### config.mk
export PLATFORM = sky130hd
export DESIGN_NAME = tristate_bus_sched
export DESIGN_NICKNAME = d
export VERILOG_FILES = /design/src/rtl/tristate_bus_sched.sv
export SDC_FILE = /design/constraint.sdc
export NUM_CORES = 1
export LEC_CHECK = 0
export CORE_MARGIN = 1
export CORE_UTILIZATION = 44
export CTS_BUF_LIST = sky130_fd_sc_hd__clkbuf_4 sky130_fd_sc_hd__clkbuf_8 sky130_fd_sc_hd__clkbuf_16
export DETAILED_ROUTE_END_ITERATION = 16
export PLACE_DENSITY = 0.78
export SYNTH_ARGS = -nofsm -noshare
export SYNTH_HDL_FRONTEND = slang
export SYNTH_SLANG_ARGS = --single-unit
export TNS_END_PERCENT = 100
### constraint.sdc
create_clock -name clk -period 2 [get_ports clk]
set_input_delay 0.4 -clock clk [delete_from_list [all_inputs] [get_ports clk]]
set_output_delay 0.4 -clock clk [all_outputs]
set_load 0.02 [all_outputs]
### src/rtl/tristate_bus_sched.sv
// tristate_bus_sched: round-robin owner scheduler for a bank of tri-state bus buffers.
// Grants one source at a time, holds its buffer enabled for HOLD cycles with data
// captured at grant, then keeps every buffer disabled for TURNAROUND cycles.
module tristate_bus_sched #(
    parameter int unsigned N_SRC      = 4,
    parameter int unsigned WIDTH      = 4,
    parameter int unsigned HOLD       = 2,
    parameter int unsigned TURNAROUND = 1
) (
    input  logic                     clk,
    input  logic                     reset,
    input  logic [N_SRC-1:0]         req,
    input  logic [N_SRC*WIDTH-1:0]   data_in,
    output logic [N_SRC-1:0]         buf_en,
    output logic [N_SRC*WIDTH-1:0]   buf_a,
    output logic [N_SRC-1:0]         ack,
    output logic                     busy
);

    localparam int unsigned PTR_W   = (N_SRC > 1) ? $clog2(N_SRC) : 1;
    localparam int unsigned CNT_MAX = (HOLD > TURNAROUND) ? HOLD : TURNAROUND;
    localparam int unsigned CNT_W   = (CNT_MAX > 1) ? $clog2(CNT_MAX) : 1;

    typedef enum logic [1:0] {
        S_IDLE  = 2'd0,
        S_DRIVE = 2'd1,
        S_TURN  = 2'd2
    } state_t;

    state_t                   r_state;
    state_t                   w_state_nxt;
    logic [CNT_W-1:0]         r_cnt;
    logic [CNT_W-1:0]         w_cnt_nxt;
    logic [PTR_W-1:0]         r_last;
    logic [PTR_W-1:0]         w_last_nxt;
    logic [N_SRC-1:0]         r_buf_en;
    logic [N_SRC-1:0]         w_buf_en_nxt;
    logic [N_SRC*WIDTH-1:0]   r_buf_a;
    logic [N_SRC*WIDTH-1:0]   w_buf_a_nxt;
    logic [N_SRC-1:0]         r_ack;
    logic [N_SRC-1:0]         w_ack_nxt;
    logic                     r_busy;
    logic                     w_busy_nxt;

    logic                     w_found;
    logic [PTR_W-1:0]         w_winner;

    // Round-robin search: first requesting source after the last owner, wrapping.
    always_comb begin
        int unsigned idx;
        w_found  = 1'b0;
        w_winner = '0;
        idx      = 0;
        for (int unsigned k = 1; k <= N_SRC; k++) begin
            idx = (32'(r_last) + k) % N_SRC;
            if (!w_found && req[PTR_W'(idx)]) begin
                w_found  = 1'b1;
                w_winner = PTR_W'(idx);
            end
        end
    end

    // Next-state and next-output logic for the IDLE -> DRIVE -> TURN cycle.
    always_comb begin
        w_state_nxt  = r_state;
        w_cnt_nxt    = r_cnt;
        w_last_nxt   = r_last;
        w_buf_en_nxt = r_buf_en;
        w_buf_a_nxt  = r_buf_a;
        w_ack_nxt    = '0;
        w_busy_nxt   = r_busy;

        case (r_state)
            S_IDLE: begin
                w_buf_en_nxt = '0;
                w_busy_nxt   = 1'b0;
                if (w_found) begin
                    w_buf_en_nxt = N_SRC'(1) << w_winner;
                    for (int unsigned i = 0; i < N_SRC; i++) begin
                        if (w_winner == PTR_W'(i)) begin
                            w_buf_a_nxt[i*WIDTH +: WIDTH] = data_in[i*WIDTH +: WIDTH];
                        end
                    end
                    w_last_nxt  = w_winner;
                    w_cnt_nxt   = CNT_W'(HOLD - 1);
                    w_busy_nxt  = 1'b1;
                    w_state_nxt = S_DRIVE;
                end
            end

            S_DRIVE: begin
                if (r_cnt == '0) begin
                    w_buf_en_nxt = '0;
                    w_ack_nxt    = N_SRC'(1) << r_last;
                    w_cnt_nxt    = CNT_W'(TURNAROUND - 1);
                    w_state_nxt  = S_TURN;
                end else begin
                    w_cnt_nxt = r_cnt - CNT_W'(1);
                end
            end

            S_TURN: begin
                w_buf_en_nxt = '0;
                if (r_cnt == '0) begin
                    w_busy_nxt  = 1'b0;
                    w_state_nxt = S_IDLE;
                end else begin
                    w_cnt_nxt = r_cnt - CNT_W'(1);
                end
            end

            default: begin
                w_buf_en_nxt = '0;
                w_busy_nxt   = 1'b0;
                w_state_nxt  = S_IDLE;
            end
        endcase
    end

    // State register; reset points the arbiter so source 0 wins first.
    always_ff @(posedge clk) begin
        if (reset) begin
            r_state <= S_IDLE;
            r_cnt   <= '0;
            r_last  <= PTR_W'(N_SRC - 1);
        end else begin
            r_state <= w_state_nxt;
            r_cnt   <= w_cnt_nxt;
            r_last  <= w_last_nxt;
        end
    end

    // Registered bus-side outputs.
    always_ff @(posedge clk) begin
        if (reset) begin
            r_buf_en <= '0;
            r_buf_a  <= '0;
            r_ack    <= '0;
            r_busy   <= 1'b0;
        end else begin
            r_buf_en <= w_buf_en_nxt;
            r_buf_a  <= w_buf_a_nxt;
            r_ack    <= w_ack_nxt;
            r_busy   <= w_busy_nxt;
        end
    end

    assign buf_en = r_buf_en;
    assign buf_a  = r_buf_a;
    assign ack    = r_ack;
    assign busy   = r_busy;

endmodule

==> flow_metrics.env <==
export IMPL_synth_nets=167
export IMPL_vias_per_cell=5.20
export IMPL_r2r_end="buf_a[10]"
export IMPL_io_pin_count=47
export IMPL_worst_ep_arrival_time_ns=2.10
export IMPL_required_ns=2.22
export IMPL_drv_slew=0
export IMPL_clk_pin_slew_worst_paths_ns=0.09
export IMPL_endpoint="buf_a[2]"
export IMPL_drt_pass1_iter_count=11
export IMPL_max_freq_mhz=533
export IMPL_cts_buffers=5
export IMPL_cap_viol_max_count=0
export IMPL_power_density_mw_per_mm2=1010
export IMPL_drcViolationCount=2
export IMPL_fin_crit_sh_pct=93.8
export IMPL_critPathLaunchType="input port"
export IMPL_synth_cell_types=33
export IMPL_synth_yosys_seq_area_share_pct=44.5
export IMPL_netlist_area_mm2=0.00135
export IMPL_crit_path_frequent_cell="buf_4"
export IMPL_grt_max_degree=15
export IMPL_crit_start="req[2]"
export IMPL_p_leak_nw=0.835
export IMPL_stdcell_area_mm2=0.00198
export IMPL_min_path_type="flip-flop to flip-flop"
export IMPL_hold_viol_final=0
export IMPL_cts_tree="yes"
export IMPL_tightest_slew_ns=0.455
export IMPL_finClkSkew_ns=0.00688
export IMPL_report_final_setup_viol=0
export IMPL_period_minus_slack_ns=1.88
export IMPL_die_area_mm2=0.00329
export IMPL_crit_type="input port to flip-flop"
export IMPL_rsz0062_at_grt="false"
export IMPL_yosys_warnings=0
export IMPL_reg2reg_from="r_last[1]"
export IMPL_rr_worst_depth=5
export IMPL_cts_max_path_buffers=2
export IMPL_final_antenna_net_count=0
export IMPL_hpwl_um=2260
export IMPL_antenna_cells=0
export IMPL_drive_above_1_share_pct=12.6
export IMPL_numClockSinks=30
export IMPL_grt_pass1_wl_um=4820
export IMPL_gr_usage_all_layers_pct=19.5
export IMPL_overflow=0
export IMPL_slew_headroom_pct=69.4
export IMPL_fillCellCount=216
export IMPL_core_region_area_mm2=0.00283
export IMPL_crit_path_end_kind="flip-flop"
export IMPL_rows=19
export IMPL_multi_input_area_um2=727
export IMPL_grt_pass1_vias=1149
export IMPL_vias=1195
export IMPL_die_height_um=57.4
export IMPL_final_util_pct=70.1
export IMPL_cts_root_buffer="clkbuf_4"
export IMPL_r2r_slack_ns=0.18
export IMPL_drt_iter0_markers=18
export IMPL_drt_wl_total_um=2990
export IMPL_gp_congestion=0.883
export IMPL_die_x_um=57.4
export IMPL_cp_max_fo=5
export IMPL_antenna_found_initial=0
export IMPL_syn_to_final_growth_pct=46.8
export IMPL_clk_insertion_delay_late_ns=0.32
export IMPL_syn_inst=140
export IMPL_cpPeakStageDelay_ns=0.42
export IMPL_start_util_pct=47.7
export IMPL_cp_slowest_cell="clkdlybuf4s50_1"
export IMPL_ys_ff_latch=30
export IMPL_peakVddDrop_uv=640
export IMPL_postPlaceCellArea_mm2=0.00190
export IMPL_seq_area_um2=601
export IMPL_ctsHtreeMaxLevel=2
export IMPL_wire_per_inst_um=13.0
export IMPL_path_cells="clkdlybuf4s50_1 > buf_4 > or2_2 > o31a_1 > nor4_4 > buf_4 > mux2i_1 > nor2_1"
export IMPL_syn_avg_cell_area_um2=9.64
export IMPL_tns_ns=0
export IMPL_cts_setup_buffers=0
export IMPL_outcome="finished with violations"
export IMPL_fin_nets=226
export IMPL_violations="DRC"
export IMPL_port_buffers=46
## per-layer routing
layer	global-route usage [%]	vias to the layer above	share of wire, %
met5	0	-	0
met4	11.5	0	2.1
met3	6.12	7	6.5
met2	31.1	42	47
met1	23.1	550	44
li1	-	596	-
## registers in the layout, indices dropped and copies added, names as in the netlist
register	flops
busy	1
r_state	2
buf_a	16
ack	4
r_last	2
r_cnt	1
buf_en	4
## synthesized netlist by cell type
cell | instances | area share (%)
o21bai_1 | 2 | 1.1
nand2b_1 | 13 | 6.0
clkbuf_1 | 3 | 0.83
o31ai_1 | 1 | 0.56
and3_1 | 1 | 0.46
nor4_4 | 1 | 1.6
or2b_1 | 1 | 0.56
and2_0 | 1 | 0.46
nor4_1 | 1 | 0.46
buf_2 | 1 | 0.37
o311ai_2 | 2 | 2.4
o31a_1 | 1 | 0.65
a211oi_1 | 1 | 0.56
nor2_1 | 24 | 6.7
o32ai_1 | 1 | 0.65
dfxtp_1 | 30 | 44
o22ai_1 | 2 | 0.93
and3b_1 | 2 | 1.3
or3_1 | 1 | 0.46
nand3_1 | 1 | 0.37
nor2_2 | 1 | 0.46
mux2i_1 | 18 | 13
or2_2 | 1 | 0.46
o21a_1 | 1 | 0.56
ha_1 | 5 | 4.6
or4_1 | 1 | 0.56
inv_1 | 2 | 0.56
buf_6 | 2 | 1.7
nor3b_1 | 2 | 1.1
nor3_1 | 1 | 0.37
nor2b_1 | 1 | 0.46
a21oi_1 | 8 | 3.0
nand2_1 | 7 | 1.9
## layout by cell type (no fill, tap or decap), types with 5 or more instances in the layout
master           count
nor2_1              24
clkdlybuf4s50_1     44
nand2b_1            13
ha_1                 5
clkbuf_4             7
a21oi_1              7
dfxtp_1             30
mux2i_1             18
nand2_1              7
buf_4               12
## where the power goes
group / switching (mW) / internal (mW) / total [mW]
clock: 0.197 / 0.159 / 0.357
combinational: 0.432 / 0.429 / 0.861
sequential: 0.0777 / 0.701 / 0.779
## critical path, delay by kind of cell
family | cells | cell delay (ns)
AO/OA/AOI/OAI | 1 | 0.16
buffers and inverters | 3 | 0.76
multiplexers | 1 | 0.19
AND/OR/NAND/NOR | 3 | 0.60
## kinds of logic (layout without fill, tap and decap cells)
logic type	after synthesis	count (layout)	synth area share, %
simple gates	60	60	23.7
compound gates	19	19	10.4
buf+inv	8	67	3.43
fa+ha+maj	5	5	4.63
mux	18	18	13.3
flops	30	30	44.5
## per-stage QoR
step / total power [mW] / hold WS, ns / worst slack, ns / instances
after floorplan: 1.30 / 0.496 / 0.245 / 140
after global placement: 1.60 / 0.459 / -0.269 / 223
after detailed placement: 1.62 / 0.468 / -0.306 / 223
after CTS: 1.98 / 0.481 / 0.0352 / 230
after global routing: 2.12 / 0.510 / 0.0176 / 230
final: 2.00 / 0.478 / 0.123 / 230
## timing repair
action                     4_1_cts  5_1_grt
resized for setup                0        6
hold buffers                     0        0
setup endpoints to repair        0       11
## cell type report
cell class | instances | share of cell area [%]
Clock buffer | 7 | 2.65
Inverter | 2 | 0.379
Multi-Input combinational cell | 102 | 36.7
Sequential cell | 30 | 30.3
Tap cell | 31 | 1.96
Timing Repair Buffer | 58 | 28.0
## worst min-delay path by stage
stage	slack, ns	cells after the start	end	startpoint
after floorplan	0.50	2	buf_en[0]	r_cnt
after global placement	0.46	2	buf_a[9]	buf_a[9]
after detailed placement	0.47	2	buf_a[9]	buf_a[9]
after CTS	0.48	2	buf_a[9]	buf_a[9]
after global routing	0.51	2	buf_a[10]	buf_a[10]
final	0.48	2	buf_a[9]	buf_a[9]
Note: power is estimated with default switching activity, not from simulation.
